[src/rtl/fpu_issue_arbiter.sv]
// Two-requester issue arbiter for a shared FPU normalize/round unit with in-order result return.
// Define FPU_ISSUE_ARB_FIXED_PRIORITY_EN to use fixed priority (port 0 wins) instead of round-robin.
module fpu_issue_arbiter #(
  parameter int DATA_WIDTH   = 64,
  parameter int RES_WIDTH    = 32,
  parameter int MAX_INFLIGHT = 4
) (
  input  logic                  clk,
  input  logic                  rst_n,
  input  logic                  req0_valid,
  output logic                  req0_ready,
  input  logic [DATA_WIDTH-1:0] req0_data,
  input  logic                  req1_valid,
  output logic                  req1_ready,
  input  logic [DATA_WIDTH-1:0] req1_data,
  output logic                  unit_valid,
  input  logic                  unit_ready,
  output logic [DATA_WIDTH-1:0] unit_data,
  input  logic                  res_valid,
  output logic                  res_ready,
  input  logic [RES_WIDTH-1:0]  res_data,
  output logic                  rsp0_valid,
  input  logic                  rsp0_ready,
  output logic [RES_WIDTH-1:0]  rsp0_data,
  output logic                  rsp1_valid,
  input  logic                  rsp1_ready,
  output logic [RES_WIDTH-1:0]  rsp1_data,
  output logic [4:0]            inflight,
  output logic                  tag_error
);

  localparam int              PTR_W    = (MAX_INFLIGHT > 1) ? $clog2(MAX_INFLIGHT) : 1;
  localparam logic [4:0]       MAX_CNT  = 5'(MAX_INFLIGHT);
  localparam logic [PTR_W-1:0] PTR_LAST = PTR_W'(MAX_INFLIGHT - 1);

  logic                    unit_valid_r;
  logic [DATA_WIDTH-1:0]   unit_data_r;
  logic [MAX_INFLIGHT-1:0] tag_mem_r;
  logic [PTR_W-1:0]        wr_ptr_r;
  logic [PTR_W-1:0]        rd_ptr_r;
  logic [4:0]              count_r;
  logic                    tag_error_r;

  logic can_accept_s;
  logic grant0_s;
  logic grant1_s;
  logic push_s;
  logic pop_s;
  logic nonempty_s;
  logic head_tag_s;
  logic orphan_s;
  logic res_ready_s;

  // Pointers advance modulo MAX_INFLIGHT, which need not be a power of two.
  function automatic logic [PTR_W-1:0] ptr_next(input logic [PTR_W-1:0] p);
    if (p == PTR_LAST) begin
      ptr_next = {PTR_W{1'b0}};
    end else begin
      ptr_next = p + PTR_W'(1);
    end
  endfunction

`ifdef FPU_ISSUE_ARB_FIXED_PRIORITY_EN
  // Fixed-priority grant: port 0 always wins a tie
  always_comb begin
    grant0_s = 1'b0;
    grant1_s = 1'b0;
    if (req0_valid) begin
      grant0_s = 1'b1;
    end else if (req1_valid) begin
      grant1_s = 1'b1;
    end else begin
      grant0_s = 1'b0;
      grant1_s = 1'b0;
    end
  end
`else
  logic last_grant_r;

  // Round-robin grant: on a tie, favour the port that did not win last
  always_comb begin
    grant0_s = 1'b0;
    grant1_s = 1'b0;
    if (req0_valid && req1_valid) begin
      grant0_s = last_grant_r;
      grant1_s = ~last_grant_r;
    end else if (req0_valid) begin
      grant0_s = 1'b1;
    end else if (req1_valid) begin
      grant1_s = 1'b1;
    end else begin
      grant0_s = 1'b0;
      grant1_s = 1'b0;
    end
  end

  // Round-robin pointer moves only when a request is actually taken
  always_ff @(posedge clk) begin
    if (!rst_n) begin
      last_grant_r <= 1'b1;
    end else if (push_s) begin
      last_grant_r <= grant1_s;
    end else begin
      last_grant_r <= last_grant_r;
    end
  end
`endif

  // Accept only when the output slot frees this cycle and a tag slot is available.
  assign can_accept_s = rst_n & (~unit_valid_r | unit_ready) & (count_r < MAX_CNT);
  assign req0_ready   = grant0_s & can_accept_s;
  assign req1_ready   = grant1_s & can_accept_s;
  assign push_s       = (req0_valid & req0_ready) | (req1_valid & req1_ready);

  assign nonempty_s = (count_r != 5'd0);
  assign head_tag_s = tag_mem_r[rd_ptr_r];
  assign orphan_s   = res_valid & ~nonempty_s;

  // Result steering: back-pressure from the owning requester, drop orphans
  always_comb begin
    res_ready_s = 1'b1;
    if (nonempty_s) begin
      res_ready_s = head_tag_s ? rsp1_ready : rsp0_ready;
    end else begin
      res_ready_s = 1'b1;
    end
  end

  assign res_ready  = res_ready_s;
  assign pop_s      = rst_n & res_valid & res_ready_s & nonempty_s;
  assign rsp0_valid = rst_n & res_valid & nonempty_s & ~head_tag_s;
  assign rsp1_valid = rst_n & res_valid & nonempty_s & head_tag_s;
  assign rsp0_data  = res_data;
  assign rsp1_data  = res_data;

  // Issue output register: holds the operation until the unit takes it
  always_ff @(posedge clk) begin
    if (!rst_n) begin
      unit_valid_r <= 1'b0;
      unit_data_r  <= {DATA_WIDTH{1'b0}};
    end else if (push_s) begin
      unit_valid_r <= 1'b1;
      unit_data_r  <= grant1_s ? req1_data : req0_data;
    end else if (unit_ready) begin
      unit_valid_r <= 1'b0;
    end else begin
      unit_valid_r <= unit_valid_r;
    end
  end

  // Tag FIFO recording which port owns each outstanding operation
  always_ff @(posedge clk) begin
    if (!rst_n) begin
      wr_ptr_r  <= {PTR_W{1'b0}};
      rd_ptr_r  <= {PTR_W{1'b0}};
      count_r   <= 5'd0;
      tag_mem_r <= {MAX_INFLIGHT{1'b0}};
    end else begin
      if (push_s) begin
        tag_mem_r[wr_ptr_r] <= grant1_s;
        wr_ptr_r            <= ptr_next(wr_ptr_r);
      end
      if (pop_s) begin
        rd_ptr_r <= ptr_next(rd_ptr_r);
      end
      case ({push_s, pop_s})
        2'b10:   count_r <= count_r + 5'd1;
        2'b01:   count_r <= count_r - 5'd1;
        default: count_r <= count_r;
      endcase
    end
  end

  // Sticky flag for results that arrive with nothing outstanding
  always_ff @(posedge clk) begin
    if (!rst_n) begin
      tag_error_r <= 1'b0;
    end else if (orphan_s) begin
      tag_error_r <= 1'b1;
    end else begin
      tag_error_r <= tag_error_r;
    end
  end

  assign unit_valid = unit_valid_r;
  assign unit_data  = unit_data_r;
  assign inflight   = count_r;
  assign tag_error  = tag_error_r;

endmodule
[config.mk]
export PLATFORM = sky130hd
export DESIGN_NAME = fpu_issue_arbiter
export DESIGN_NICKNAME = d
export VERILOG_FILES = /design/src/rtl/fpu_issue_arbiter.sv
export SDC_FILE = /design/constraint.sdc
export NUM_CORES = 1
export LEC_CHECK = 0
export CORE_AREA = 2 2 121 123
export DETAILED_ROUTE_END_ITERATION = 10
export DIE_AREA = 0 0 123 125
export PLACE_DENSITY_LB_ADDON = 0.08
export REMOVE_ABC_BUFFERS = 1
export SKIP_LAST_GASP = 1
export SLEW_MARGIN = 20
export SYNTH_ARGS = -nofsm -noshare
export SYNTH_HDL_FRONTEND = slang
export SYNTH_SLANG_ARGS = --single-unit
[constraint.sdc]
create_clock -name clk -period 6.7 [get_ports clk]
set_clock_uncertainty 0.2 [all_clocks]
set_input_delay 1.34 -clock clk [delete_from_list [all_inputs] [get_ports clk]]
set_output_delay 1.34 -clock clk [all_outputs]
set_load 0.05 [all_outputs]
==> impl_metrics.tcl <==
set metrics [dict create \
    start_kind "primary input" \
    cts_setup_buffers 0 \
    finalSetupViolations 0 \
    fin_crit_ps 5773 \
    grt_first_pass_wirelength_mm 20.96 \
    min_path_type "reg2reg" \
    synthSimpleGateAreaFrac_pct 10.39 \
    routed_via_density 4.721 \
    grt_max_degree 69 \
    synth_adder_area_share_pct 3.042 \
    yosysSeqAreaShare_pct 36.73 \
    p_int_mw 1.050 \
    cp_max_fo 19 \
    critPathKind "in2out" \
    overflow 0 \
    regArea_um2 1602 \
    cp-end-kind "output pin" \
    wl_per_cell_um 18.38 \
    n_antenna_cell 0 \
    synth_top_family_by_area "compound AO/OA/AOI/OAI gates" \
    ant_nets 0 \
    yosys_most_used_dff "dfxtp_1" \
    io_pins 308 \
    tightest_slew_ps 841.3 \
    relSlewSlack_pct 43.91 \
    area_growth_syn_to_layout_pct 47.23 \
    swShare_pct 33.46 \
    initial_core_util_pct 30.70 \
    required_ps 5160 \
    numClockSinks 80 \
    cts_tree "done" \
    cts.reportedPaths.clkPinSlew_ps 50 \
    syn_inst 458 \
    htreeDepth 3 \
    vdd_drop_max_mv 0.1252 \
    power_frac_clock_pct 31.4 \
    place_hpwl_mm 11.10 \
    p_comb_share_pct 33.6 \
    numCtsBuffers 9 \
    seqPwrFrac_pct 35.0 \
    synthArstFlopShare_pct 0 \
    cp_data_arrival_time_ps 4230 \
    power.density_nw_per_um2 245.8 \
    track_usage_pct 18.45 \
    row_count 44 \
    route.detailed.drc 0 \
    routabilityCongestion 0.7566 \
    num-fill-cells 1446 \
    firstDrtPassIters 4 \
    muxShareOfSynthArea_pct 17.04 \
    vias 3673 \
    rsz0062_at_grt "false" \
    outcome "complete, no violations" \
    die_x_um 123 \
    r2r-start "inflight[2]" \
    port_buffers 211 \
    total_power_mw 1.578 \
    netlist_area_um2 4360 \
    power_switching_mw 0.5280 \
    wirelength_mm 14.30 \
    antenna_found_initial 1 \
    nets 767 \
    fin_crit_sh_pct 86.16 \
    synth.avg_cell_area_um2 9.521 \
    finalMaxSlewViolations 0 \
    hold_viol_final 0 \
    grt_pass1_vias 3625 \
    drt_iter0_markers 136 \
    cts_resized 0 \
    synth_edf_count 0 \
    ys_seq_elements 80 \
    multiInputGateArea_um2 2115 \
    holdBufCountCts 0 \
    whs_ps 283.4 \
    max-cap-violations 0 \
    dieArea_um2 15380 \
    synth_compound_area_share_pct 17.16 \
    clock_latency_ps 340 \
    max_freq_mhz 173.2 \
    synth-xor-area-share_pct 0.6026 \
    leakage_nw 2.388 \
    cts-root-buf "clkbuf_16" \
    cp-startpoint "rst_n" \
    clockBufferDepth 2 \
    hp-start "tag_mem_r[1]" \
    drive_gt1_share_pct 8.923 \
    post_synth_num_cell_types 33 \
    ys.warnings.count 0 \
    core-area_um2 14200 \
    die_h_um 125 \
]
==> synthesized netlist by cell type, types with 5 or more instances <==
| cell type | count | area, µm² |
|---|---|---|
| a211oi_2 | 30 | 375.4 |
| nand2_1 | 6 | 22.52 |
| mux2i_1 | 72 | 720.7 |
| a211oi_1 | 34 | 255.2 |
| a21oi_1 | 10 | 50.05 |
| clkbuf_1 | 12 | 45.04 |
| buf_2 | 14 | 70.07 |
| inv_1 | 5 | 18.77 |
| buf_4 | 68 | 510.5 |
| o21ai_0 | 6 | 30.03 |
| nand3_1 | 5 | 25.02 |
| dfxtp_1 | 80 | 1602 |
| nor2_1 | 78 | 292.8 |
| ha_1 | 9 | 112.6 |
==> kinds of logic after synthesis <==
kind of cell / after synthesis
muxes: 73
DFF: 80
adders and majority gates: 10
and+or+nand+nor: 105
buffers and inverters: 102
xor gates and xnor gates: 3
AOI/OAI and AO/OA: 85
==> path summary, 6_finish.rpt <==
kind | to | slack (ps) | cells after the start
setup / recovery | req1_ready | 930 | 5
hold reg to reg | tag_mem_r[1] | 280 | 2
setup reg to reg | inflight[4] | 3190 | 9
hold / removal | tag_mem_r[1] | 280 | 2
==> sequential cells by signal, summed over array words and instances, names as in the netlist <==
register      cells
tag_mem_r         4
inflight          5
unit_valid        1
wr_ptr_r          2
rd_ptr_r          2
unit_data        64
tag_error         1
last_grant_r      1
==> critical path, stage by stage <==
cell and delay [ps]:
clkdlybuf4s50_1 760, clkinv_2 410, nor3_1 690, and2_1 230, clkdlybuf4s50_1 800
==> through the flow <==
stage / util [%] / TNS, ps / cell area [µm²] / std cells / setup WS [ps]
2_1_floorplan: - / -26050 / 3727 / 362 / -1576
4_1_cts: 45.20 / 0 / 6420 / 778 / 922.6
3_3_place_gp: 43.08 / 0 / 6120 / 762 / 962.9
6_report: 45.20 / 0 / 6420 / 778 / 927.2
3_5_place_dp: 43.08 / 0 / 6120 / 762 / 926.0
5_1_grt: 45.20 / 0 / 6420 / 778 / 714.9
==> layout make-up <==
class	count	share of cell area, %
timing repair buffer	216	33.48
multi-input combinational	276	32.94
inverter	6	0.3703
clock buffer	13	4.054
clock inverter	3	0.6237
sequential	80	24.95
tap	184	3.586
==> routing by layer <==
metal | GRT usage [%] | wire, µm | up-vias
met2 | 23.30 | 5248 | 234
met5 | 5.263 | 57 | -
met3 | 15.74 | 2772 | 20
met4 | 6.751 | 230 | 4
met1 | 22.00 | 5993 | 1604
li1 | - | - | 1811
==> layout by cell type, fill, tap and decap left out, drive strengths merged <==
master,count
a211oi,64
a21o,2
a21oi,10
a31oi,1
and2,1
and3,1
buf,5
bufinv,1
clkbuf,13
clkdlybuf4s50,211
clkinv,3
dfxtp,80
fa,1
ha,9
inv,5
mux2i,72
mux4,1
nand2,6
nand2b,2
nand3,5
nand4,4
nor2,78
nor2b,2
nor3,2
nor4,2
o21ai,6
o311ai,1
o31ai,1
or3,2
xnor2,1
xor2,2
==> power groups by stage <==
stage          registers, mW  clock network [mW]  logic [mW]
2_1_floorplan          0.712                   0       0.186
3_3_place_gp           0.560                   0       0.532
3_5_place_dp           0.562                   0       0.535
4_1_cts                0.553               0.514       0.536
5_1_grt                0.559               0.534       0.568
6_report               0.552               0.496       0.530
(Power assumes the default switching activity.)
